==> config.mk <==
export PLATFORM = sky130hd
export DESIGN_NAME = alu_cmd_sequencer
export DESIGN_NICKNAME = d
export VERILOG_FILES = /design/src/rtl/alu_pkg.sv /design/src/rtl/alu_cmd_sequencer.sv
export SDC_FILE = /design/constraint.sdc
export NUM_CORES = 1
export LEC_CHECK = 0
export CORE_MARGIN = 2
export CORE_UTILIZATION = 35
export DETAILED_ROUTE_END_ITERATION = 8
export PLACE_DENSITY = 0.76
export SYNTH_ARGS = -nofsm -noshare
export SYNTH_HDL_FRONTEND = slang
export SYNTH_SLANG_ARGS = --single-unit
==> constraint.sdc <==
create_clock -name clk -period 4 [get_ports clk]
set_input_delay 1 -clock clk [delete_from_list [all_inputs] [get_ports clk]]
set_output_delay 1 -clock clk [all_outputs]
set_load 0.03 [all_outputs]
==> src/rtl/alu_pkg.sv <==
// Shared definitions for the ALU command sequencer: funct codes, FSM state type,
// and a helper that classifies the single-bit shift operations.
package alu_pkg;

  localparam logic [3:0] F_ADD = 4'd0;
  localparam logic [3:0] F_SUB = 4'd1;
  localparam logic [3:0] F_AND = 4'd2;
  localparam logic [3:0] F_OR  = 4'd3;
  localparam logic [3:0] F_XOR = 4'd4;
  localparam logic [3:0] F_NOT = 4'd5;
  localparam logic [3:0] F_SLA = 4'd6;
  localparam logic [3:0] F_SRA = 4'd7;
  localparam logic [3:0] F_SRL = 4'd8;

  typedef enum logic [1:0] {
    ST_IDLE = 2'd0,
    ST_EXEC = 2'd1,
    ST_DONE = 2'd2
  } seq_state_e;

  // Shift ops are executed as repeated one-bit ALU passes.
  function automatic logic is_shift(input logic [3:0] op);
    return (op == F_SLA) || (op == F_SRA) || (op == F_SRL);
  endfunction

endpackage

==> src/rtl/alu_cmd_sequencer.sv <==
// Command-side driver for an external combinational ALU. One command per
// handshake; shifts by N are run as N single-bit passes (amount 0 = one pass
// with B=0). Optional feature macro: ALU_SEQ_ILLEGAL_OP_EN (funct > 8 is
// rejected with rsp_err instead of being passed to the ALU).
//
// Handshake rules: a transfer happens on a rising clk edge where valid and
// ready are both high. cmd_ready is high only in IDLE. Once rsp_valid rises,
// it and all rsp_* fields hold steady until the rsp_ready handshake.
module alu_cmd_sequencer
  import alu_pkg::*;
#(
  parameter int DATA_W  = 32,
  parameter int SHAMT_W = 5
) (
  input  logic               clk,
  input  logic               rst,
  input  logic               cmd_valid,
  output logic               cmd_ready,
  input  logic [3:0]         cmd_op,
  input  logic [DATA_W-1:0]  cmd_a,
  input  logic [DATA_W-1:0]  cmd_b,
  output logic [DATA_W-1:0]  alu_a,
  output logic [DATA_W-1:0]  alu_b,
  output logic [3:0]         alu_funct,
  input  logic [DATA_W-1:0]  alu_out,
  input  logic               alu_zero,
  output logic               rsp_valid,
  input  logic               rsp_ready,
  output logic [DATA_W-1:0]  rsp_data,
  output logic               rsp_zero,
  output logic               rsp_err,
  output logic [SHAMT_W:0]   rsp_passes,
  output logic [1:0]         dbg_state
);

  localparam int CNT_W = SHAMT_W + 1;

  seq_state_e          state, state_nxt;
  logic [DATA_W-1:0]   acc, opb;
  logic [3:0]          op;
  logic [CNT_W-1:0]    n_left, passes, n_init;
  logic                zero_q;
  logic                accept;
  logic [SHAMT_W-1:0]  cmd_amt;

  assign accept    = cmd_valid && (state == ST_IDLE);
  assign cmd_amt   = cmd_b[SHAMT_W-1:0];
  assign dbg_state = state;

  assign rsp_data   = acc;
  assign rsp_zero   = zero_q;
  assign rsp_passes = passes;

`ifdef ALU_SEQ_ILLEGAL_OP_EN
  logic err_q;
  logic op_illegal;
  assign op_illegal = (cmd_op > F_SRL);
  assign rsp_err    = err_q;
`else
  assign rsp_err    = 1'b0;
`endif

  // Pass count for a new command: shift amount (minimum one), else a single pass.
  always_comb begin
    n_init = CNT_W'(1);
    if (is_shift(cmd_op) && (cmd_amt != '0)) n_init = {1'b0, cmd_amt};
  end

  // State register.
  always_ff @(posedge clk or posedge rst) begin
    if (rst) state <= ST_IDLE;
    else     state <= state_nxt;
  end

  // Next-state decode plus handshake and ALU drive outputs.
  always_comb begin
    state_nxt = state;
    cmd_ready = 1'b0;
    rsp_valid = 1'b0;
    alu_a     = '0;
    alu_b     = '0;
    alu_funct = 4'd0;
    case (state)
      ST_IDLE: begin
        cmd_ready = 1'b1;
        if (cmd_valid) begin
          state_nxt = ST_EXEC;
`ifdef ALU_SEQ_ILLEGAL_OP_EN
          if (op_illegal) state_nxt = ST_DONE;
`endif
        end
      end
      ST_EXEC: begin
        alu_a     = acc;
        alu_funct = op;
        if (is_shift(op)) alu_b = {{(DATA_W-1){1'b0}}, (opb[SHAMT_W-1:0] != '0)};
        else              alu_b = opb;
        if (n_left == CNT_W'(1)) state_nxt = ST_DONE;
      end
      ST_DONE: begin
        rsp_valid = 1'b1;
        if (rsp_ready) state_nxt = ST_IDLE;
      end
      default: state_nxt = ST_IDLE;
    endcase
  end

  // Operand latch on accept, accumulate one ALU pass per EXEC cycle.
  always_ff @(posedge clk or posedge rst) begin
    if (rst) begin
      acc    <= '0;
      opb    <= '0;
      op     <= 4'd0;
      n_left <= '0;
      passes <= '0;
      zero_q <= 1'b0;
`ifdef ALU_SEQ_ILLEGAL_OP_EN
      err_q  <= 1'b0;
`endif
    end else if (accept) begin
      acc    <= cmd_a;
      opb    <= cmd_b;
      op     <= cmd_op;
      n_left <= n_init;
      passes <= n_init;
      zero_q <= 1'b0;
`ifdef ALU_SEQ_ILLEGAL_OP_EN
      err_q  <= 1'b0;
      if (op_illegal) begin
        acc    <= '0;
        zero_q <= 1'b1;
        err_q  <= 1'b1;
        passes <= '0;
        n_left <= '0;
      end
`endif
    end else if (state == ST_EXEC) begin
      acc    <= alu_out;
      zero_q <= alu_zero;
      n_left <= n_left - CNT_W'(1);
    end
  end

endmodule

==> summary.md, run 1 <==
| Metric | Value |
|---|---|
| Final min period | `3.30 ns` |
| Dominant cell type by area after synthesis | `dfrtp_1` |
| Unrepaired setup endpoints after global routing | `no` |
| Syn Inst Count | `483` |
| DR DRC count | `0` |
| Slew Limit Headroom | `0.382` |
| Final setup violating endpoints | `0` |
| Pwr/cell area | `between 900 and 1000 nW/µm²` |
| Layout area overhead | `56.0%` |
| Vias per cell | `around 5.0` |
| GP Congestion | `0.832` |
| Mapped Area | `4220 µm²` |
| #FFs+latches synth | `82` |
| CTS tree | `yes` |
| Die area | `13000 µm²` |
| CP Capture Type | `primary output` |
| Num rows | `40` |
| Area of the multi-input gates | `roughly 2000 µm²` |
| Die Ht | `114 µm` |
| RR Startpoint | `dbg_state[0]` |
| Die W | `about 110 µm` |
| Sink Count | `82` |
| Max-slew violation count | `0` |
| DRT antenna net count | `0` |
| Core Region | `11900 µm²` |
| Initial drt markers | `275` |
| Met2 Use GR | `0.336` |
| Tot GR Track Use | `0.198` |
| Post-synth EDFFs | `0` |
| Post-synth cell types | `39` |
| GR Util met3 | `0.0409` |
| # port buffers | `214` |
| Reg-to-reg setup timing slack | `1.80 ns` |
| Grt peak-use layer | `met2` |
| Antenna cell count | `0` |
| Largest cells by area after synthesis | `dfrtp_1 49%, nand2_1 11%, and2_1 9.9%, a22oi_1 5.5%, o21ai_0 4.4%` |
| Worst EP arrival | `around 2.3 ns` |
| Setup TNS | `0 ns` |
| Initial antenna violation count | `0` |
| Status | `finished clean` |
| Crit-path max cell delay | `0.73 ns` |
| Largest family of logic cells by synthesized area | `simple AND/OR/NAND/NOR gates` |
| Final nets | `790` |
| Final hold violations | `0` |
| Ratio of cells with drive above 1 in the final layout | `0.142` |
| Sequential area share after synthesis | `0.486` |
| Crit path max-delay cell type | `clkdlybuf4s50_1` |
| Starting Density | `0.355` |
| Asr flop ratio synth | `1.00` |
| Clock root buffer | `clkbuf_16` |
| First-pass GRT wire length | `just over 20000 µm` |
| P_leak | `between 3 and 4 nW` |
| Fin util | `0.553` |
| WP data required | `3.00 ns` |
| Synth cell count leaders | `127 x nand2_1, 82 x dfrtp_1, 67 x and2_1` |
| Worst Setup EP | `rsp_valid` |
| Storage element area | `2050 µm²` |
| WL per Instance | `15.5 µm` |
| Setup Skew | `0.00630 ns` |
| Top-count cell post-synth | `nand2_1` |
| Post-DP HPWL | `9440 µm` |
| Max-cap violations | `0` |
| Worst-Skew Late Latency | `between 0.3 and 0.4 ns` |
| Post-synthesis mux area share | `0.00237` |
| Number of global-route vias before repair | `between 4000 and 5000` |
| Crit path kind | `flop to primary output` |
| # hold bufs at CTS | `0` |
| Compound-gate portion of the synthesized area | `0.151` |
| CP Launch Point | `dbg_state[1]` |
| Worst r2r dst | `n_left[5]` |
| CP Cell Sequence | `buf_4, nor2b_1, clkdlybuf4s50_1` |
| Total Wirelength | `approximately 13000 µm` |
| Largest net degree at the start of global routing | `between 50 and 60` |
| Total number of vias | `roughly 4200` |
| Setup Buffers After CTS | `0` |
| Syn Area/Cell | `8.75 µm²` |
| Fmax | `303 MHz` |
| Overflow after GRT | `0` |
| Peak supply drop | `0.527 mV` |
| Simple-Gate Fraction of Synth Area | `0.302` |
| Total CTS buffers | `9` |
| Synth top area share | `0.486` |
| Syn. warnings | `0` |
| Critical Path Start Type | `flop` |
| Reg clk slew, reported paths | `~0.060 ns` |
| Adder-cell share of the synthesized area | `0.00592` |
| Ys flop type | `dfrtp_1` |
| Xor and xnor area share after synthesis | `0` |
| Pre-antenna DRT Iters | `4` |
| Hold crit path type | `flop to flop` |
| CTS Buffer Depth | `2` |
| Critical path fanouts, max | `34` |
| R2r worst-path depth | `4` |
| Max H-tree Level | `3` |
| Met1 Use GR | `0.252` |
| Actual slew at the worst max-slew pin | `approximately 0.93 ns` |
| I/O Pins | `approximately 220` |
| Fillers | `about 1100` |
| Final worst-path cycle share | `0.825` |
| Resize count post-CTS | `0` |
==> cell families (layout without fill, tap and decap cells) <==
group | count (synthesis) | after routing
other | 1 | 2
AOI/OAI and AO/OA | 106 | 106
buffers and inverters | 43 | 247
DFF | 82 | 82
adders and majority gates | 2 | 2
and+or+nand+nor | 248 | 248
muxes | 1 | 1
==> per-layer routing <==
metal,share of wire,up-vias
met5,0,-
met4,0.012,0
met3,0.069,10
met2,0.49,168
met1,0.43,1987
li1,-,2003
==> worst max-delay path, delay by kind of cell, from the launching register on <==
family / cells / cell delay, ns
flip-flops: 1 / 0.55
buffers and inverters: 2 / 1.14
AND/OR/NAND/NOR: 1 / 0.27
==> through the flow <==
stage | area (µm²) | hold WS [ns] | power (mW) | setup slack (ns) | cells
floorplan | 4230 | 0.437 | 3.75 | 0.892 | 484
global placement | 6270 | 0.451 | 5.10 | 1.01 | 819
detailed placement | 6270 | 0.455 | 5.17 | 0.980 | 819
CTS | 6590 | 0.471 | 6.08 | 0.618 | 835
global route | 6590 | 0.497 | 6.40 | 0.506 | 835
finish | 6590 | 0.467 | 6.02 | 0.698 | 835
==> sequential cells by signal (all words and copies together) (netlist names) <==
name        flops
dbg_state       2
n_left          6
op              4
opb            32
rsp_data       32
rsp_passes      5
rsp_zero        1
==> worst min path at each step <==
stage          cells after the start  slack, ns  endpoint     from
3_5_place_dp                       2       0.45   opb[11]  opb[11]
4_1_cts                            2       0.47   opb[11]  opb[11]
6_report                           2       0.47   opb[11]  opb[11]
5_1_grt                            2       0.50   opb[17]  opb[17]
3_3_place_gp                       2       0.45   opb[26]  opb[26]
2_1_floorplan                      2       0.44    opb[5]   opb[5]
==> power by group <==
part / switching [mW] / internal [mW]
Clock: 0.321 / 0.566
Combinational: 2.17 / 1.43
Sequential: 0.317 / 1.22
Total: 2.81 / 3.21
==> cell type report <==
cell class	instances	share of cell area
Sequential cell	82	0.311
Timing Repair Buffer	224	0.311
Multi-Input combinational cell	359	0.297
Clock buffer	12	0.0374
Tap cell	147	0.0279
Clock inverter	4	0.0112
Inverter	7	0.00418
==> cell usage in the layout (no fill, tap or decap), types with 6 or more instances in the layout <==
master	instances
and2_1	67
nand2_1	127
buf_4	77
o21ai_0	37
clkbuf_16	9
inv_1	6
nor2b_1	25
a21oi_1	26
dfrtp_1	82
a22oi_1	31
clkdlybuf4s50_1	147
(Power assumes the default switching activity.)
==> inputs of run 2 (changes only) <==
clock period = 3.4 ns   (was 4 ns; I/O delays follow)
==> run 2 against run 1 <==
Flip-flop and latch count unchanged. Global-route usage up 0.073 points. Worst setup slack worse by 0.28 ns. Clock skew up 0.0034 ns. Highest routed layer unchanged. Sequential power up 17%. Clock power up 4.2%. Register-to-register slack worse by 0.68 ns. Via count up 0.79%. Largest power group unchanged.
==> summary.md, run 2 (synthesized netlist as in run 1, its figures left out) <==
| Metric | Value |
|---|---|
| Cell family with most CP delay | `simple AND/OR/NAND/NOR gates` |
| Pwr/cell area | `1060 nW/µm² (+16%)` |
| Worst-Skew Late Latency | `0.33 ns (about the same)` |
| Critical Path Start Type | `flop` |
| WP data required | `2.55 ns (-0.45 ns)` |
| Sw Ratio | `0.478 (+0.0119)` |
| Sequential Power Share | `0.255 (about the same)` |
| Final setup violating endpoints | `0 (unchanged)` |
| Status | `finished clean` |
| Crit path kind | `flop to primary output` |
| Most frequent cell on the critical path | `buf_4` |
| Pre-antenna DRT Iters | `5 (+1)` |
| Critical path fanouts, max | `31 (-8.8%)` |
| Max H-tree Level | `3 (unchanged)` |
| NetSw | `3.34 mW (+19%)` |
| Vias per cell | `5.01 (+0.43%)` |
| Final min period | `2.98 ns` |
| Actual slew at the worst max-slew pin | `0.749 ns (-0.176 ns)` |
| Placed Cells | `822 (+0.37%)` |
| Wl on met1 | `5260 µm (-4.9%)` |
| Metal2 WL | `6380 µm (+0.36%)` |
| Logic pwr share | `0.612 (+0.014)` |
| I/O Pins | `217 (unchanged)` |
| DR WL met3 | `1030 µm (+16%)` |
| Largest net degree at the start of global routing | `53 (-8.6%)` |
| WL per Instance | `15.3 µm (-1.1%)` |
| Setup ws final | `0.416 ns (-0.282 ns)` |
| Final hold violations | `0 (unchanged)` |
| Finished Cell Area | `6590 µm² (unchanged)` |
| P_leak | `3.05 nW (about the same)` |
| Total number of vias | `4201 (+0.79%)` |
| Peak supply drop | `0.571 mV (+8.3%)` |
| DRT antenna net count | `0 (unchanged)` |
| Final nets | `793 (+0.38%)` |
| Most common cell after layout, fill and taps aside | `clkdlybuf4s50_1` |
| Post-DP HPWL | `9390 µm (-0.57%)` |
| Die area | `13000 µm² (unchanged)` |
| Max-cap violations | `0 (unchanged)` |
| Final worst-path cycle share | `0.878` |
| GP Congestion | `0.802 (-3.7%)` |
| DR DRC count | `0 (unchanged)` |
| Num rows | `40 (unchanged)` |
| Initial antenna violation count | `0 (unchanged)` |
| Resize count post-CTS | `0 (unchanged)` |
| Reg-to-reg setup timing slack | `1.12 ns (-0.68 ns)` |
| # port buffers | `214 (unchanged)` |
| Highest Signal Layer | `met4` |
| First-pass GRT wire length | `20700 µm (+1.4%)` |
| Fmax | `335 MHz` |
| Overflow after GRT | `0 (unchanged)` |
| Die Ht | `114 µm (unchanged)` |
| Total Wirelength | `12800 µm (-0.77%)` |
| CP Cell Sequence | `nand2b_1, nor3_2, buf_4, and2_1, buf_4` |
| CTS Buffer Depth | `2 (unchanged)` |
| Commonest non-fill, non-tap cells in the layout | `146 x clkdlybuf4s50_1, 127 x nand2_1, 82 x dfrtp_1` |
| Final hold slack | `0.468 ns (+0.00151 ns)` |
| Reg clk slew, reported paths | `0.06 ns (about the same)` |
| Setup Buffers After CTS | `0 (unchanged)` |
| Number of global-route vias before repair | `4282 (+2.7%)` |
| Core Region | `11900 µm² (unchanged)` |
| Layout area overhead | `56.0% (unchanged)` |
| Pint | `3.65 mW (+14%)` |
| Crit-path max cell delay | `0.55 ns (-0.18 ns)` |
| CTS tree | `yes` |
| Pre-CTS setup slack | `0.596 ns (-0.383 ns)` |
| Setup TNS | `0 ns (unchanged)` |
| Finished Layout Cells | `838 (+0.36%)` |
| Starting Density | `0.355 (unchanged)` |
| Crit path max-delay cell type | `dfrtp_1` |
| Tot GR Track Use | `0.198 (+0.000728)` |
| Worst EP arrival | `2.13 ns (-0.17 ns)` |
| # hold bufs at CTS | `0 (unchanged)` |
| Hold crit path type | `flop to flop` |
| Clock root buffer | `clkbuf_16` |
| Max-slew violation count | `0 (unchanged)` |
| Fin util | `0.553 (unchanged)` |
| Setup Skew | `0.00968 ns (+0.00339 ns)` |
| Sink Count | `82 (unchanged)` |
| Total CTS buffers | `9 (unchanged)` |
| Slew Limit Headroom | `0.500 (+0.119)` |
| Unrepaired setup endpoints after global routing | `no` |
| Total power | `6.99 mW (+16%)` |
| Clock share of power | `0.132 (-0.015)` |
| Dpl cell area | `6300 µm² (+0.52%)` |
| Ratio of cells with drive above 1 in the final layout | `0.151 (+0.00806)` |
| Die W | `114 µm (unchanged)` |
| Antenna cell count | `0 (unchanged)` |
| CP Capture Type | `primary output` |
| WP buf/inv | `2 (unchanged)` |
| Initial drt markers | `259 (-5.8%)` |
run 2: layout make-up:
cell class	count	area, µm²
clock buffers	10	239
clock inverters	6	48.8
fillers	1026	5320
inverters	7	27.5
multi-input cells	359	1960
flip-flops and latches	82	2050
well taps	147	184
repair buffers	227	2080
run 2: per-layer routing:
layer | vias to the layer above | track usage
li1 | 2005 | -
met1 | 1996 | 0.240
met5 | - | 0
met4 | 0 | 0.0618
met2 | 186 | 0.347
met3 | 14 | 0.0510
run 2: final timing paths:
check                         endpoint  cells after the start    startpoint
max reg2reg                     opb[8]                      5  dbg_state[1]
min                            opb[18]                      2       opb[18]
min in group asynchronous  rsp_data[8]                      2           rst
max                          alu_b[25]                      5  dbg_state[1]
min reg2reg                    opb[18]                      2       opb[18]
max in group asynchronous      opb[18]                      3           rst
run 2: worst min-delay path, delay by kind of cell, from the launching register on:
| family | cells | cell delay [ns] |
|---|---|---|
| DFF | 1 | 0.34 |
| and+or+nand+nor | 2 | 0.10 |
run 2: power groups by stage:
stage / Combinational, mW / Clock, mW / Sequential [mW]
6_report: 4.28 / 0.924 / 1.79
5_1_grt: 4.58 / 0.998 / 1.85
4_1_cts: 4.32 / 0.952 / 1.79
3_5_place_dp: 4.31 / 0 / 1.79
3_3_place_gp: 4.24 / 0 / 1.77
2_1_floorplan: 2.28 / 0 / 2.14
==> inputs of run 3 (changes only) <==
CAP_MARGIN = 15   (was not set)
==> results of run 3 <==
Final layout, timing and power as in run 2 (identical DEF).
